### src/rtl/pipeline_hazard_ctrl.sv
// Hazard and stall controller for the 5-stage RISC-V pipeline: stage valid tracking, load-use
// stalls, branch flush, cache freeze and EX forwarding. Perf counters: HAZARD_PERF_COUNTERS_EN.
module pipeline_hazard_ctrl #(
    parameter int REG_ADDR_W       = 5,
    parameter int STAGES           = 5,
    parameter int LOAD_USE_BUBBLES = 1,
    parameter int FLUSH_DEPTH      = 2
) (
    input  logic                  CLK,
    input  logic                  RESET,
    input  logic                  instrCache_busywait,
    input  logic                  dataCache_busywait,
    input  logic [REG_ADDR_W-1:0] id_rs1,
    input  logic [REG_ADDR_W-1:0] id_rs2,
    input  logic                  id_uses_rs1,
    input  logic                  id_uses_rs2,
    input  logic [REG_ADDR_W-1:0] ex_rs1,
    input  logic [REG_ADDR_W-1:0] ex_rs2,
    input  logic [REG_ADDR_W-1:0] ex_rd,
    input  logic                  ex_memRead,
    input  logic                  ex_regWrite,
    input  logic [REG_ADDR_W-1:0] mem_rd,
    input  logic                  mem_regWrite,
    input  logic [REG_ADDR_W-1:0] wb_rd,
    input  logic                  wb_regWrite,
    input  logic                  branch_taken,
    output logic                  pc_write,
    output logic                  if_id_write,
    output logic                  if_id_flush,
    output logic                  id_ex_bubble,
    output logic                  freeze,
    output logic [1:0]            fwd_a_sel,
    output logic [1:0]            fwd_b_sel,
    output logic [STAGES-1:0]     stage_valid
`ifdef HAZARD_PERF_COUNTERS_EN
    ,
    output logic [31:0]           stall_cycles,
    output logic [31:0]           flush_count,
    output logic [31:0]           freeze_cycles
`endif
);

    localparam int CNT_W = 2;
    localparam logic [CNT_W-1:0]      BUBBLE_LOAD = CNT_W'(LOAD_USE_BUBBLES - 1);
    localparam logic [CNT_W-1:0]      CNT_ZERO    = {CNT_W{1'b0}};
    localparam logic [STAGES-1:0]     FLUSH_MASK  = STAGES'((1 << FLUSH_DEPTH) - 1);
    localparam logic [REG_ADDR_W-1:0] REG_X0      = {REG_ADDR_W{1'b0}};

    typedef enum logic [2:0] {
        MODE_RESET  = 3'd0,
        MODE_FREEZE = 3'd1,
        MODE_FLUSH  = 3'd2,
        MODE_STALL  = 3'd3,
        MODE_NORMAL = 3'd4
    } mode_t;

    // MEM result beats WB result; x0 and invalid stages never forward.
    function automatic logic [1:0] fwd_sel(
        input logic [REG_ADDR_W-1:0] rs,
        input logic [REG_ADDR_W-1:0] m_rd,
        input logic                  m_we,
        input logic                  m_valid,
        input logic [REG_ADDR_W-1:0] w_rd,
        input logic                  w_we,
        input logic                  w_valid
    );
        logic [1:0] sel;
        if (m_we && (m_rd != REG_X0) && (m_rd == rs) && m_valid) begin
            sel = 2'b01;
        end else if (w_we && (w_rd != REG_X0) && (w_rd == rs) && w_valid) begin
            sel = 2'b10;
        end else begin
            sel = 2'b00;
        end
        return sel;
    endfunction

    logic [STAGES-1:0] stage_valid_r;
    logic [CNT_W-1:0]  bubble_cnt_r;
    logic [STAGES-1:0] valid_next_s;
    logic [CNT_W-1:0]  cnt_next_s;
    logic              freeze_s;
    logic              hazard_s;
    mode_t             mode_s;

    assign stage_valid = stage_valid_r;
    assign freeze_s    = instrCache_busywait | dataCache_busywait;
    assign hazard_s    = ex_memRead & ex_regWrite & (ex_rd != REG_X0) &
                         ((id_uses_rs1 & (id_rs1 == ex_rd)) | (id_uses_rs2 & (id_rs2 == ex_rd)));

    // Resolve the cycle's operating mode in priority order.
    always_comb begin
        mode_s = MODE_NORMAL;
        if (RESET) begin
            mode_s = MODE_RESET;
        end else if (freeze_s) begin
            mode_s = MODE_FREEZE;
        end else if (branch_taken) begin
            mode_s = MODE_FLUSH;
        end else if (hazard_s || (bubble_cnt_r != CNT_ZERO)) begin
            mode_s = MODE_STALL;
        end else begin
            mode_s = MODE_NORMAL;
        end
    end

    // Pipeline register controls and forwarding selects.
    always_comb begin
        pc_write     = 1'b0;
        if_id_write  = 1'b0;
        if_id_flush  = 1'b0;
        id_ex_bubble = 1'b0;
        freeze       = 1'b0;
        fwd_a_sel    = fwd_sel(ex_rs1, mem_rd, mem_regWrite, stage_valid_r[3],
                               wb_rd, wb_regWrite, stage_valid_r[4]);
        fwd_b_sel    = fwd_sel(ex_rs2, mem_rd, mem_regWrite, stage_valid_r[3],
                               wb_rd, wb_regWrite, stage_valid_r[4]);
        case (mode_s)
            MODE_RESET: begin
                if_id_flush  = 1'b1;
                id_ex_bubble = 1'b1;
                fwd_a_sel    = 2'b00;
                fwd_b_sel    = 2'b00;
            end
            MODE_FREEZE: begin
                freeze = 1'b1;
            end
            MODE_FLUSH: begin
                pc_write     = 1'b1;
                if_id_write  = 1'b1;
                if_id_flush  = 1'b1;
                id_ex_bubble = 1'b1;
            end
            MODE_STALL: begin
                id_ex_bubble = 1'b1;
            end
            MODE_NORMAL: begin
                pc_write    = 1'b1;
                if_id_write = 1'b1;
            end
            default: begin
                if_id_flush  = 1'b1;
                id_ex_bubble = 1'b1;
            end
        endcase
    end

    // Next stage-valid vector and bubble counter for each mode.
    always_comb begin
        valid_next_s = {stage_valid_r[STAGES-2:0], 1'b1};
        cnt_next_s   = bubble_cnt_r;
        case (mode_s)
            MODE_RESET: begin
                valid_next_s = {STAGES{1'b0}};
                cnt_next_s   = CNT_ZERO;
            end
            MODE_FREEZE: begin
                valid_next_s = stage_valid_r;
            end
            MODE_FLUSH: begin
                // Younger stages are squashed; IF restarts at the branch target.
                valid_next_s = ({stage_valid_r[STAGES-2:0], 1'b1} & ~FLUSH_MASK) |
                               {{(STAGES-1){1'b0}}, 1'b1};
                cnt_next_s   = CNT_ZERO;
            end
            MODE_STALL: begin
                valid_next_s = {stage_valid_r[STAGES-2:2], 1'b0, stage_valid_r[1:0]};
                if (bubble_cnt_r == CNT_ZERO) begin
                    cnt_next_s = BUBBLE_LOAD;
                end else begin
                    cnt_next_s = bubble_cnt_r - CNT_W'(1);
                end
            end
            MODE_NORMAL: begin
                valid_next_s = {stage_valid_r[STAGES-2:0], 1'b1};
            end
            default: begin
                valid_next_s = {STAGES{1'b0}};
                cnt_next_s   = CNT_ZERO;
            end
        endcase
    end

    // Stage valid and bubble counter state.
    always_ff @(posedge CLK) begin
        if (RESET) begin
            stage_valid_r <= {STAGES{1'b0}};
            bubble_cnt_r  <= CNT_ZERO;
        end else begin
            stage_valid_r <= valid_next_s;
            bubble_cnt_r  <= cnt_next_s;
        end
    end

`ifdef HAZARD_PERF_COUNTERS_EN
    logic [31:0] stall_cycles_r;
    logic [31:0] flush_count_r;
    logic [31:0] freeze_cycles_r;

    assign stall_cycles  = stall_cycles_r;
    assign flush_count   = flush_count_r;
    assign freeze_cycles = freeze_cycles_r;

    // Free-running event counters, wrapping at 2^32.
    always_ff @(posedge CLK) begin
        if (RESET) begin
            stall_cycles_r  <= 32'd0;
            flush_count_r   <= 32'd0;
            freeze_cycles_r <= 32'd0;
        end else begin
            if (mode_s == MODE_STALL) begin
                stall_cycles_r <= stall_cycles_r + 32'd1;
            end
            if (mode_s == MODE_FLUSH) begin
                flush_count_r <= flush_count_r + 32'd1;
            end
            if (mode_s == MODE_FREEZE) begin
                freeze_cycles_r <= freeze_cycles_r + 32'd1;
            end
        end
    end
`endif

endmodule

### config.mk
export PLATFORM = sky130hd
export DESIGN_NAME = pipeline_hazard_ctrl
export DESIGN_NICKNAME = d
export VERILOG_FILES = /design/src/rtl/pipeline_hazard_ctrl.sv
export SDC_FILE = /design/constraint.sdc
export NUM_CORES = 1
export LEC_CHECK = 0
export CAP_MARGIN = 25
export CORE_ASPECT_RATIO = 0.7
export CORE_UTILIZATION = 25
export DETAILED_ROUTE_END_ITERATION = 16
export DONT_BUFFER_PORTS = 1
export PLACE_DENSITY = 0.5
export SLEW_MARGIN = 20
export SYNTH_ARGS = -nofsm -noshare
export SYNTH_HDL_FRONTEND = slang
export SYNTH_SLANG_ARGS = --single-unit
### constraint.sdc
create_clock -name CLK -period 2.49 [get_ports CLK]
set_input_delay 0.1245 -clock CLK [delete_from_list [all_inputs] [get_ports CLK]]
set_output_delay 0.1245 -clock CLK [all_outputs]
set_load 0.01 [all_outputs]
Word level (Yosys, flattened, before mapping)
Cells that the tools add are included.

operators by class
  multiplexer cells = 17
  add/sub/neg operators = 1
  reduce and logical (&&, ||, !) cells = 21
  equal/unequal tests = 10
  bitwise operators = 9

operator list
  operator                                             count
  equality test 5 bit                                  6
  case mux 5 bit (4 select lines)                      1
  nonzero test 5 bit                                   3
  two-way mux 2 bit                                    7
  two-way mux 3 bit                                    4
  logical AND 1 bit                                    10
  equality test 3 x 2 -> 1 bit, second input constant  2
  bitwise AND 1 bit                                    5
  two-way mux 1 bit                                    4
  case mux 2 bit (2 select lines)                      1
  OR reduction 2 bit                                   2
  equality test 3 x 1 -> 1 bit, second input constant  1
  equality test 3 bit, second input constant           1
  logical NOT 3 bit                                    1
  OR reduction 3 bit                                   1
  logical NOT 2 bit                                    1
  NOT 1 bit                                            2
  OR 1 bit                                             2
  AND reduction 2 bit                                  1
  nonzero test 2 bit                                   1
  subtractor 2 x 1 -> 2 bit, second input constant     1
  logical OR 1 bit                                     1

word-level totals
  output and inout bits = 14
  input bits = 46
  bits in registers = 7
  word-level logic and storage cells = 61

Depth between registers and ports, before layout
Gate-level depths: netlist of the first run.

  depth in word-level cells = 12
  depth in mapped cells = 6
  mapped depth without buffers = 5

Worst setup path before layout of the first run
No wires, ideal clock.

  path kind = input to output
  from = in ex_rd[3]
  to = out pc_write
  buffers on the path = 1
  setup slack = 0.937 ns
  data arrival time = 1.429 ns
  cell stages on the path = 6
  required time = 2.365 ns
  path through = or4_1 -> o211ai_2 -> a22oi_1 -> o41a_1 -> nor2_1 -> buf_4

on the way
  longest elaborated chain between the ends = 12
  elaborated cells between the ends (all ways) = 17
  classes of those cells = eq/ne (4); mux (5); bitwise (5); reduce/logical (3)

RTL lines
  item                                                                        RTL line  source
  start, declared                                                             19        input logic [REG_ADDR_W-1:0] ex_rd,
  equality test 5 bit                                                         89        ((id_uses_rs1 & (id_rs1 == ex_rd)) | (id_uses_rs2 & (id_rs2 == ex_rd)));
  bitwise AND 1 bit                                                           89
  OR 1 bit                                                                    89
  bitwise AND 1 bit *                                                         88        assign hazard_s = ex_memRead & ex_regWrite & (ex_rd != REG_X0) &
  logical OR 1 bit *                                                          100       end else if (hazard_s || (bubble_cnt_r != CNT_ZERO)) begin
  two-way mux 3 bit *                                                         100
  two-way mux 3 bit *                                                         98        end else if (branch_taken) begin
  two-way mux 3 bit *                                                         96        end else if (freeze_s) begin
  two-way mux 3 bit *                                                         94        if (RESET) begin
  equality test 3 bit / equality test 3 x 2 -> 1 bit (equally long branches)  n/a
  OR reduction 2 bit (no line) *                                              n/a
  two-way mux 1 bit *                                                         n/a
  end, declared                                                               27        output logic pc_write,

Mark *: on every way between the ends. The rest lies on a longest branch, timed or not.

Final worst setup path of the first run
  from = in ex_rd[3]
  to = out id_ex_bubble

on the way
  longest elaborated chain between the ends = 12
  elaborated cells between the ends (all ways) = 17
  classes of those cells = eq/ne (4); mux (5); bitwise (5); reduce/logical (3)

RTL lines
  item                                                                        RTL line  source
  equality test 5 bit                                                         89
  bitwise AND 1 bit                                                           89
  OR 1 bit                                                                    89
  bitwise AND 1 bit *                                                         88
  logical OR 1 bit *                                                          100
  two-way mux 3 bit *                                                         100
  two-way mux 3 bit *                                                         98
  two-way mux 3 bit *                                                         96
  two-way mux 3 bit *                                                         94
  equality test 3 bit / equality test 3 x 1 -> 1 bit (equally long branches)  118       case (mode_s)
  OR reduction 2 bit (no line) *                                              n/a
  two-way mux 1 bit *                                                         118
  end, declared                                                               30        output logic id_ex_bubble,

Marked as above.

==> impl_metrics.py, run 1 <==
metrics = {
    "global_route": {
        "gr-usage-met3_pct": 5.48,
        "antenna_found_initial": 0,
        "grt-ovfl-total": 0,
        "grt_use_met2_pct": 16.6,
        "busiest_layer": "met2",
        "gr-usage-met1_pct": 16.5,
        "grt.total_usage_pct": 11.7,
        "grt_max_degree": 12,
        "grt_pass1_wl_um": 2770,
        "grt_pass1_vias": 594,
    },
    "setup_path": {
        "crit_family": "compound AO/OA/AOI/OAI gates",
        "crit_buf_inv": 1,
        "ff2ff_path_depth": 2,
        "arrival_ps": 1470,
        "reg2reg_slack_ps": 1300,
        "start_kind": "primary input",
        "path_class": "in -> out",
        "max_stage_delay_ps": 540,
        "crit_chain": "or4_1 > o211ai_2 > inv_2 > a2111oi_4 > o21ai_0",
        "cp_max_fo": 3,
        "r2r_start": "bubble_cnt_r[0]",
        "worstSetupEndpointType": "output pin",
        "worst_path_max_delay_cell": "or4_1",
        "reg2reg_to": "stage_valid[1]",
        "required_ps": 2370,
    },
    "clocking": {
        "clock_latency_ps": 220,
        "cts_resized": 0,
        "clkSinkCount": 7,
        "path_clk_slew_ps": 40,
        "clk_path_buf_depth": 2,
        "cts_tree": "yes",
        "cts_root_buf": "clkbuf_8",
        "cts_setup_buffers": 0,
        "cts-htree-levels": 1,
        "cts_buffers": 3,
    },
    "floorplanning": {
        "design.die.area_um2": 3210,
        "dieHeight_um": 47.7,
        "num_io_pins": 60,
        "start_util_pct": 26.5,
        "core_region_area_um2": 2820,
        "die_w_um": 67.3,
        "num_rows": 16,
    },
    "timing": {
        "min_period_over_period_pct": 64.2,
        "rsz0062_at_grt": "no",
        "slew_headroom_pct": 72.4,
        "tns_ps": 0,
        "hold_viol": 0,
        "setup_ws_ps": 891,
        "period_minus_slack_ps": 1600,
        "timing.fmax_ghz": 0.625,
        "fin_skew_ps": 0.286,
        "setup_viol": 0,
        "slew_viol_final": 0,
        "worst_pin_slew_ps": 412,
    },
    "routing": {
        "drcViolationCount": 0,
        "firstDrtPassIters": 4,
        "drtIter0Drc": 19,
        "via_per_inst": 5.17,
        "wl_per_cell_um": 14.5,
        "ant_nets": 0,
        "finalWirelength_um": 1930,
        "vias": 687,
    },
    "yosys": {
        "syn-num-nets": 141,
        "synth.distinct_cells": 27,
        "synth-seq-cells": 7,
        "synthCells": 95,
        "yosysWarnings": 0,
        "syn_avg_cell_area_um2": 7.86,
        "synth.cell_area_um2": 747,
        "synth-seq-area-share_pct": 18.8,
    },
    "pwr": {
        "finalPower_uw": 349,
        "max-vdd-ir-drop_uv": 277,
        "power_density_nw_per_um2": 419,
        "cellLeakagePower_uw": 0.000259,
    },
    "worst_hold_path": {
        "hold_path.class": "in -> reg",
        "hold_depth": 3,
        "whs_endpoint": "stage_valid[3]",
        "worstHoldStart": "instrCache_busywait",
    },
    "final_layout": {
        "diodes": 0,
        "fin_nets": 144,
        "area_growth_pct": 11.4,
        "drive_above_1_share_pct": 7.22,
        "final_common_cell": "xnor2_1",
        "num-fill-cells": 310,
        "final_cell_mix": "xnor2_1, xor2_1, nand2_1, nor2_1, dfxtp_1",
        "final_cells": 133,
    },
    "placement": {
        "place_congestion": 0.718,
        "place_inst": 128,
        "portBuffers": 0,
        "place_hpwl_um": 1660,
        "place_ws_ps": 877,
    },
    "outcome": {
        "status": "finished clean",
    },
    "job": {
        "cap_violations": 0,
    },
}
## worst max path at each step
stage	startpoint	end	slack (ps)	cells past startpoint
after CTS	ex_rd[3]	id_ex_bubble	870	5
after global placement	ex_rd[3]	id_ex_bubble	870	5
after global routing	stage_valid[3]	fwd_a_sel[0]	760	4
after detailed placement	ex_rd[3]	id_ex_bubble	880	5
final	ex_rd[3]	id_ex_bubble	890	5
after floorplan	ex_rd[3]	pc_write	940	6
## stage by stage
step           utilization, %  hold WS [ps]  cell area, µm²
2_1_floorplan               -           327             747
3_3_place_gp             27.5           197             777
3_5_place_dp             27.5           198             777
4_1_cts                  29.5           134             832
5_1_grt                  29.5           140             832
6_report                 29.5           129             832
## power breakdown
group	switching [µW]	internal [µW]
combinational	34.6	40.6
sequential	2.58	115
clock	45.6	110
## worst reg2reg max path, stage by stage, from the launching register on
cell	delay [ps]
dfxtp_1	370
o41a_1	480
a32o_1	230
## flip-flops by register name, indices dropped and copies added, names as in the netlist
| name | cells |
|---|---|
| stage_valid | 5 |
| bubble_cnt_r | 2 |
## synth_stat cells
cell type / instances / share of area, %
o22ai_1: 1 / 0.84
dfxtp_1: 7 / 19
or4_1: 3 / 3.0
o2111ai_1: 1 / 1.2
nor3b_1: 3 / 3.0
nor2_1: 7 / 3.5
nor3_1: 4 / 2.7
nand4_1: 2 / 1.7
xor2_1: 12 / 14
a2111oi_4: 1 / 3.7
nand2_1: 7 / 3.5
inv_2: 1 / 0.50
o211ai_1: 1 / 1.0
o41a_1: 1 / 1.5
nand3_1: 5 / 3.3
a32o_1: 1 / 1.3
a21oi_1: 4 / 2.7
inv_1: 3 / 1.5
clkbuf_1: 2 / 1.0
xnor2_1: 18 / 21
nor2b_1: 1 / 0.84
o21ai_0: 3 / 2.0
nor4_1: 2 / 1.7
a22oi_1: 2 / 2.0
o211ai_2: 1 / 1.7
or2_2: 1 / 0.84
buf_4: 1 / 1.0
## routing by layer
metal | up-vias | routed length [µm]
li1 | 337 | -
met1 | 329 | 844
met2 | 21 | 895
met3 | 0 | 186
met4 | 0 | 0
met5 | - | 0
## cell families after synthesis
logic type,after synthesis,synth area share [%]
simple gates,35,24.1
flops,7,18.8
buf+inv,7,4.02
xor+xnor,30,35.2
compound gates,16,17.9
## timing repair
action                                  CTS  global route
hold endpoints to repair                  5             0
endpoints found under the setup margin    0             0
hold buffers                              1             0
## layout make-up
class	instances	area [µm²]	share of cell area, %
clock buffer	4	45.0	5.41
inverter	4	15.0	1.80
multi-input combinational	81	577	69.3
sequential	7	140	16.8
tap	36	45.0	5.41
timing repair buffer	1	10.0	1.20
Power figures use the tool's default switching activity.
==> inputs of run 2 (changes only) <==
==> constraint.sdc (replaced) <==
create_clock -name CLK -period 1.6 [get_ports CLK]
set_input_delay 0.08 -clock CLK [delete_from_list [all_inputs] [get_ports CLK]]
set_output_delay 0.08 -clock CLK [all_outputs]
set_load 0.01 [all_outputs]
==> impl_metrics.py, run 2 (synthesis results as in run 1) <==
metrics = {
    "setup_path": {
        "crit_chain": "or4_1 > o211ai_2 > inv_2 > a2111oi_4 > o21ai_0",
        "worst_path_max_delay_cell": "or4_1",
        "ff2ff_path_depth": 2,
        "start_kind": "primary input",
        "arrival_ps": 1440,
        "cp_max_fo": 3,
        "reg2reg_slack_ps": 410,
        "required_ps": 1520,
        "path_class": "in -> out",
        "r2r_start": "bubble_cnt_r[0]",
        "max_stage_delay_ps": 530,
        "reg2reg_to": "stage_valid[1]",
        "worstSetupEndpointType": "output pin",
    },
    "timing": {
        "worst_pin_slew_ps": 386,
        "timing.fmax_ghz": 0.659,
        "tns_ps": 0,
        "setup_viol": 0,
        "rsz0062_at_grt": "no",
        "period_minus_slack_ps": 1520,
        "hold_viol": 0,
        "min_period_over_period_pct": 94.8,
        "fin_skew_ps": 1.20,
        "slew_headroom_pct": 74.0,
        "hold_ws_ps": 80.4,
        "slew_viol_final": 0,
    },
    "global_route": {
        "grt_max_degree": 12,
        "antenna_found_initial": 0,
        "grt_pass1_vias": 664,
        "grt_pass1_wl_um": 2990,
        "grt.total_usage_pct": 12.8,
        "grt-ovfl-total": 0,
    },
    "routing": {
        "drcViolationCount": 0,
        "vias": 704,
        "wl_per_cell_um": 14.9,
        "via_per_inst": 5.14,
        "ant_nets": 0,
        "firstDrtPassIters": 4,
        "finalWirelength_um": 2040,
        "drtIter0Drc": 23,
    },
    "final_layout": {
        "largest_reg_flops": 5,
        "fin_nets": 148,
        "final_common_cell": "xnor2_1",
        "drive_above_1_share_pct": 11.9,
        "final_cell_mix": "xnor2_1, xor2_1, nand2_1, nor2_1, dfxtp_1",
        "area_growth_pct": 16.1,
        "diodes": 0,
    },
    "floorplanning": {
        "core_region_area_um2": 2820,
        "start_util_pct": 26.5,
        "num_io_pins": 60,
        "design.die.area_um2": 3210,
        "dieHeight_um": 47.7,
        "die_w_um": 67.3,
        "num_rows": 16,
    },
    "clocking": {
        "cts_buffers": 3,
        "clock_latency_ps": 230,
        "clk_path_buf_depth": 2,
        "clkSinkCount": 7,
        "cts-htree-levels": 1,
        "cts_tree": "yes",
        "path_clk_slew_ps": 40,
        "cts_setup_buffers": 0,
        "cts_root_buf": "clkbuf_8",
    },
    "placement": {
        "place_congestion": 0.731,
        "place_hpwl_um": 1710,
        "portBuffers": 0,
    },
    "pwr": {
        "cellLeakagePower_uw": 0.000282,
        "max-vdd-ir-drop_uv": 303,
        "power_density_nw_per_um2": 637,
    },
    "outcome": {
        "status": "finished clean",
    },
    "worst_hold_path": {
        "whs_endpoint": "stage_valid[3]",
        "hold_path.class": "in -> reg",
        "worstHoldStart": "instrCache_busywait",
        "hold_depth": 3,
    },
    "job": {
        "cap_violations": 0,
    },
}
[run 2: changes by cell type in the layout (fill, tap and decap cells not counted), sizes merged]
cell / delta
buf: +4
[run 2: routing by layer]
layer	up-vias	part of all wire, %	track usage, %
met5	-	0	0
met3	0	11	6.67
li1	348	-	-
met4	0	0	2.13
met2	22	48	19.8
met1	334	42	16.2
[run 2: area by class of cell]
type / count / area [µm²]
fill: 305 / 1960
multi-input combinational: 81 / 582
sequential: 7 / 140
clock buffer: 4 / 45.0
tap: 36 / 45.0
timing repair buffer: 5 / 40.0
inverter: 4 / 15.0
[run 2: timing repair]
item,CTS,global route
setup endpoints to repair,0,1
gates resized for setup,0,1
hold buffers,1,0
endpoints found under the hold margin,5,0
[run 2: metrics by stage]
| step | std cells | power, µW | setup slack [ps] | utilization (%) | cell area, µm² |
|---|---|---|---|---|---|
| after floorplan | 95 | 290 | 136 | - | 747 |
| after global placement | 132 | 302 | 74.8 | 28.6 | 807 |
| after detailed placement | 132 | 303 | 87.5 | 28.6 | 807 |
| after CTS | 137 | 562 | 80.8 | 30.5 | 862 |
| after global routing | 137 | 580 | 27.0 | 30.7 | 867 |
| final | 137 | 552 | 82.8 | 30.7 | 867 |
[run 2: worst max-delay path: cells and delay by family]
kind / cells / cell delay [ps]
compound gates: 3 / 760
simple gates: 1 / 530
buf+inv: 1 / 60
[run 2: how the worst max path moves through the flow]
stage,start,end,cells after the start
floorplan,ex_rd[3],pc_write,6
global placement,ex_rd[3],id_ex_bubble,5
detailed placement,ex_rd[3],id_ex_bubble,5
CTS,ex_rd[3],id_ex_bubble,5
global route,stage_valid[3],fwd_b_sel[1],5
finish,ex_rd[3],id_ex_bubble,5
[run 2: report_power, final]
group / switching, µW / internal [µW] / total [µW] / leakage [µW]
registers: 3.98 / 179 / 183 / 0.0000567
clock network: 76.1 / 172 / 248 / 0.0000228
logic: 55.4 / 65.6 / 121 / 0.000202
total: 136 / 417 / 552 / 0.000282
==> inputs of run 3 (changes only) <==
--- a/config.mk
+++ b/config.mk
@@ -5,6 +5,7 @@
 export SDC_FILE = /design/constraint.sdc
 export NUM_CORES = 1
 export LEC_CHECK = 0
+export ABC_AREA = 1
 export CAP_MARGIN = 25
 export CORE_ASPECT_RATIO = 0.7
 export CORE_UTILIZATION = 25
==> impl_metrics.py, run 3 <==
metrics = {
    "outcome": {
        "status": "finished clean",
    },
    "routing": {
        "drt-met1-wl_um": 1390,
        "firstDrtPassIters": 4,
        "routed-wl-met3_um": 215,
        "met2_length_um": 890,
        "vias": 879,
        "drcViolationCount": 0,
        "ant_nets": 0,
        "wl_per_cell_um": 11.7,
        "dr.max_layer_used": "met3",
        "finalWirelength_um": 2490,
        "via_per_inst": 4.13,
        "drtIter0Drc": 17,
    },
    "final_layout": {
        "num-fill-cells": 375,
        "finalInstanceArea_um2": 1000,
        "final_common_cell": "nand2_1",
        "fin_nets": 213,
        "diodes": 0,
        "final_cell_mix": "nand2_1, inv_1, nor2_1, xor2_1",
        "drive_above_1_share_pct": 15.1,
        "largest_reg_flops": 5,
        "fin_util_pct": 30.5,
        "area_growth_pct": 10.6,
    },
    "clocking": {
        "cts-htree-levels": 1,
        "cts_setup_buffers": 0,
        "cts_tree": "yes",
        "clk_path_buf_depth": 2,
        "clkSinkCount": 7,
        "cts_root_buf": "clkbuf_8",
        "cts_resized": 0,
        "hold_buffers": 0,
        "cts_buffers": 3,
        "path_clk_slew_ps": 40,
        "clock_latency_ps": 230,
    },
    "yosys": {
        "synth.area.top_cells": "nand2_1, dfxtp_1, inv_1",
        "yosysTopAreaCellShare_pct": 22.3,
        "synth-seq-area-share_pct": 15.4,
        "synth_area_leader_cell": "nand2_1",
        "synth.distinct_cells": 26,
        "synth_most_common_cell": "nand2_1",
        "synthCells": 163,
        "async_flop_share_pct": 0,
        "yosysWarnings": 0,
        "syn-num-nets": 209,
        "synth_edf_count": 0,
        "synth-seq-cells": 7,
        "synthTopCellsByCount": "nand2_1, inv_1, nor2_1",
        "ys.flop_type": "dfxtp_1",
        "synth.cell_area_um2": 908,
        "syn_avg_cell_area_um2": 5.57,
    },
    "setup_path": {
        "cp-startpoint": "stage_valid[4]",
        "worstSetupEndpointType": "output pin",
        "crit_end": "fwd_b_sel[1]",
        "path_class": "reg -> out",
        "r2r_start": "bubble_cnt_r[1]",
        "cp.depth": 6,
        "crit_buf_inv": 1,
        "worst_path_max_delay_cell": "dfxtp_1",
        "reg2reg_slack_ps": 580,
        "worst_path_most_repeated_cell": "nor2_1",
        "arrival_ps": 1350,
        "max_stage_delay_ps": 380,
        "cp_max_fo": 2,
        "crit_chain": "inv_1 > nor2_1 > o21ai_0 > a21oi_1 > nand3_1 > nor2_1",
        "reg2reg_to": "stage_valid[2]",
        "required_ps": 1520,
        "start_kind": "flop",
        "ff2ff_path_depth": 7,
        "crit_family": "simple AND/OR/NAND/NOR gates",
    },
    "floorplanning": {
        "die_w_um": 74.0,
        "num_io_pins": 60,
        "design.die.area_um2": 3880,
        "start_util_pct": 27.6,
        "num_rows": 17,
        "dieHeight_um": 52.4,
        "core_region_area_um2": 3300,
    },
    "pwr": {
        "cellLeakagePower_uw": 0.000515,
        "finalPower_uw": 556,
        "power_density_nw_per_um2": 553,
        "max-vdd-ir-drop_uv": 433,
    },
    "timing": {
        "setup_ws_ps": 170,
        "tns_ps": 0,
        "slew_headroom_pct": 69.5,
        "period_minus_slack_ps": 1430,
        "worst_pin_slew_ps": 453,
        "setup_viol": 0,
        "slew_viol_final": 0,
        "hold_viol": 0,
        "rsz0062_at_grt": "no",
        "min_period_over_period_pct": 89.4,
        "timing.fmax_ghz": 0.699,
        "fin_skew_ps": 1.33,
    },
    "placement": {
        "place_hpwl_um": 2210,
        "place_congestion": 0.744,
        "portBuffers": 0,
        "place_ws_ps": 418,
        "placed_cell_area_um2": 960,
    },
    "global_route": {
        "grt_max_degree": 8,
        "grt_pass1_wl_um": 3770,
        "grt-ovfl-total": 0,
        "grt_pass1_vias": 804,
        "grt.total_usage_pct": 13.3,
        "antenna_found_initial": 0,
    },
    "worst_hold_path": {
        "hold_path.class": "in -> reg",
    },
    "job": {
        "cap_violations": 0,
    },
}
## run 3: cell types whose count changed after synthesis, moves of 4 or more
| cell | before | now |
|---|---|---|
| nor2_1 | 7 | 18 |
| inv_2 | 1 | 8 |
| xnor2_1 | 18 | 4 |
| inv_1 | 3 | 22 |
| nor2_2 | 0 | 4 |
| nand2_1 | 7 | 54 |
## run 3: final cells by class
type | instances | area (µm²) | share of cell area [%]
multi-input combinational | 125 | 648 | 64.5
sequential | 7 | 140 | 13.9
tap | 47 | 58.8 | 5.85
inverter | 30 | 113 | 11.2
clock buffer | 4 | 45.0 | 4.48
## run 3: per-stage QoR
step / hold WS, ps / std cells
6_report: 45.1 / 213
2_1_floorplan: 214 / 163
4_1_cts: 39.2 / 213
3_3_place_gp: 219 / 209
3_5_place_dp: 218 / 209
5_1_grt: 51.1 / 213
## run 3: worst min path at each step
stage | depth (start not counted) | startpoint | to | slack (ps)
3_5_place_dp | 1 | RESET | fwd_b_sel[0] | 220
6_report | 3 | RESET | stage_valid[0] | 50
5_1_grt | 3 | RESET | stage_valid[1] | 50
4_1_cts | 3 | RESET | stage_valid[1] | 40
3_3_place_gp | 1 | RESET | fwd_b_sel[0] | 220
2_1_floorplan | 1 | RESET | fwd_a_sel[0] | 210
## run 3: cell families after synthesis
kind of cell           after synthesis  synth area share [%]
buffers and inverters               31                  13.2
flip-flops                           7                  15.4
XOR/XNOR                            13                  12.5
AND/OR/NAND/NOR                    101                  50.1
AO/OA/AOI/OAI                       11                  8.68
## run 3: where the power goes
part / internal, µW / switching, µW / total (µW)
registers: 179 / 4.70 / 183
logic: 55.1 / 67.1 / 122
clock network: 172 / 78.1 / 251
total: 406 / 150 / 556
## run 3: worst min-delay path, stage by stage
cell and delay [ps]:
inv_1 50, nand2_1 50, nand3_1 60
## run 3: layer usage
metal  track usage, %  vias up
met5                0        -
met4             1.92        0
met3             5.00        0
met2             16.4       27
met1             20.9      347
li1                 -      505
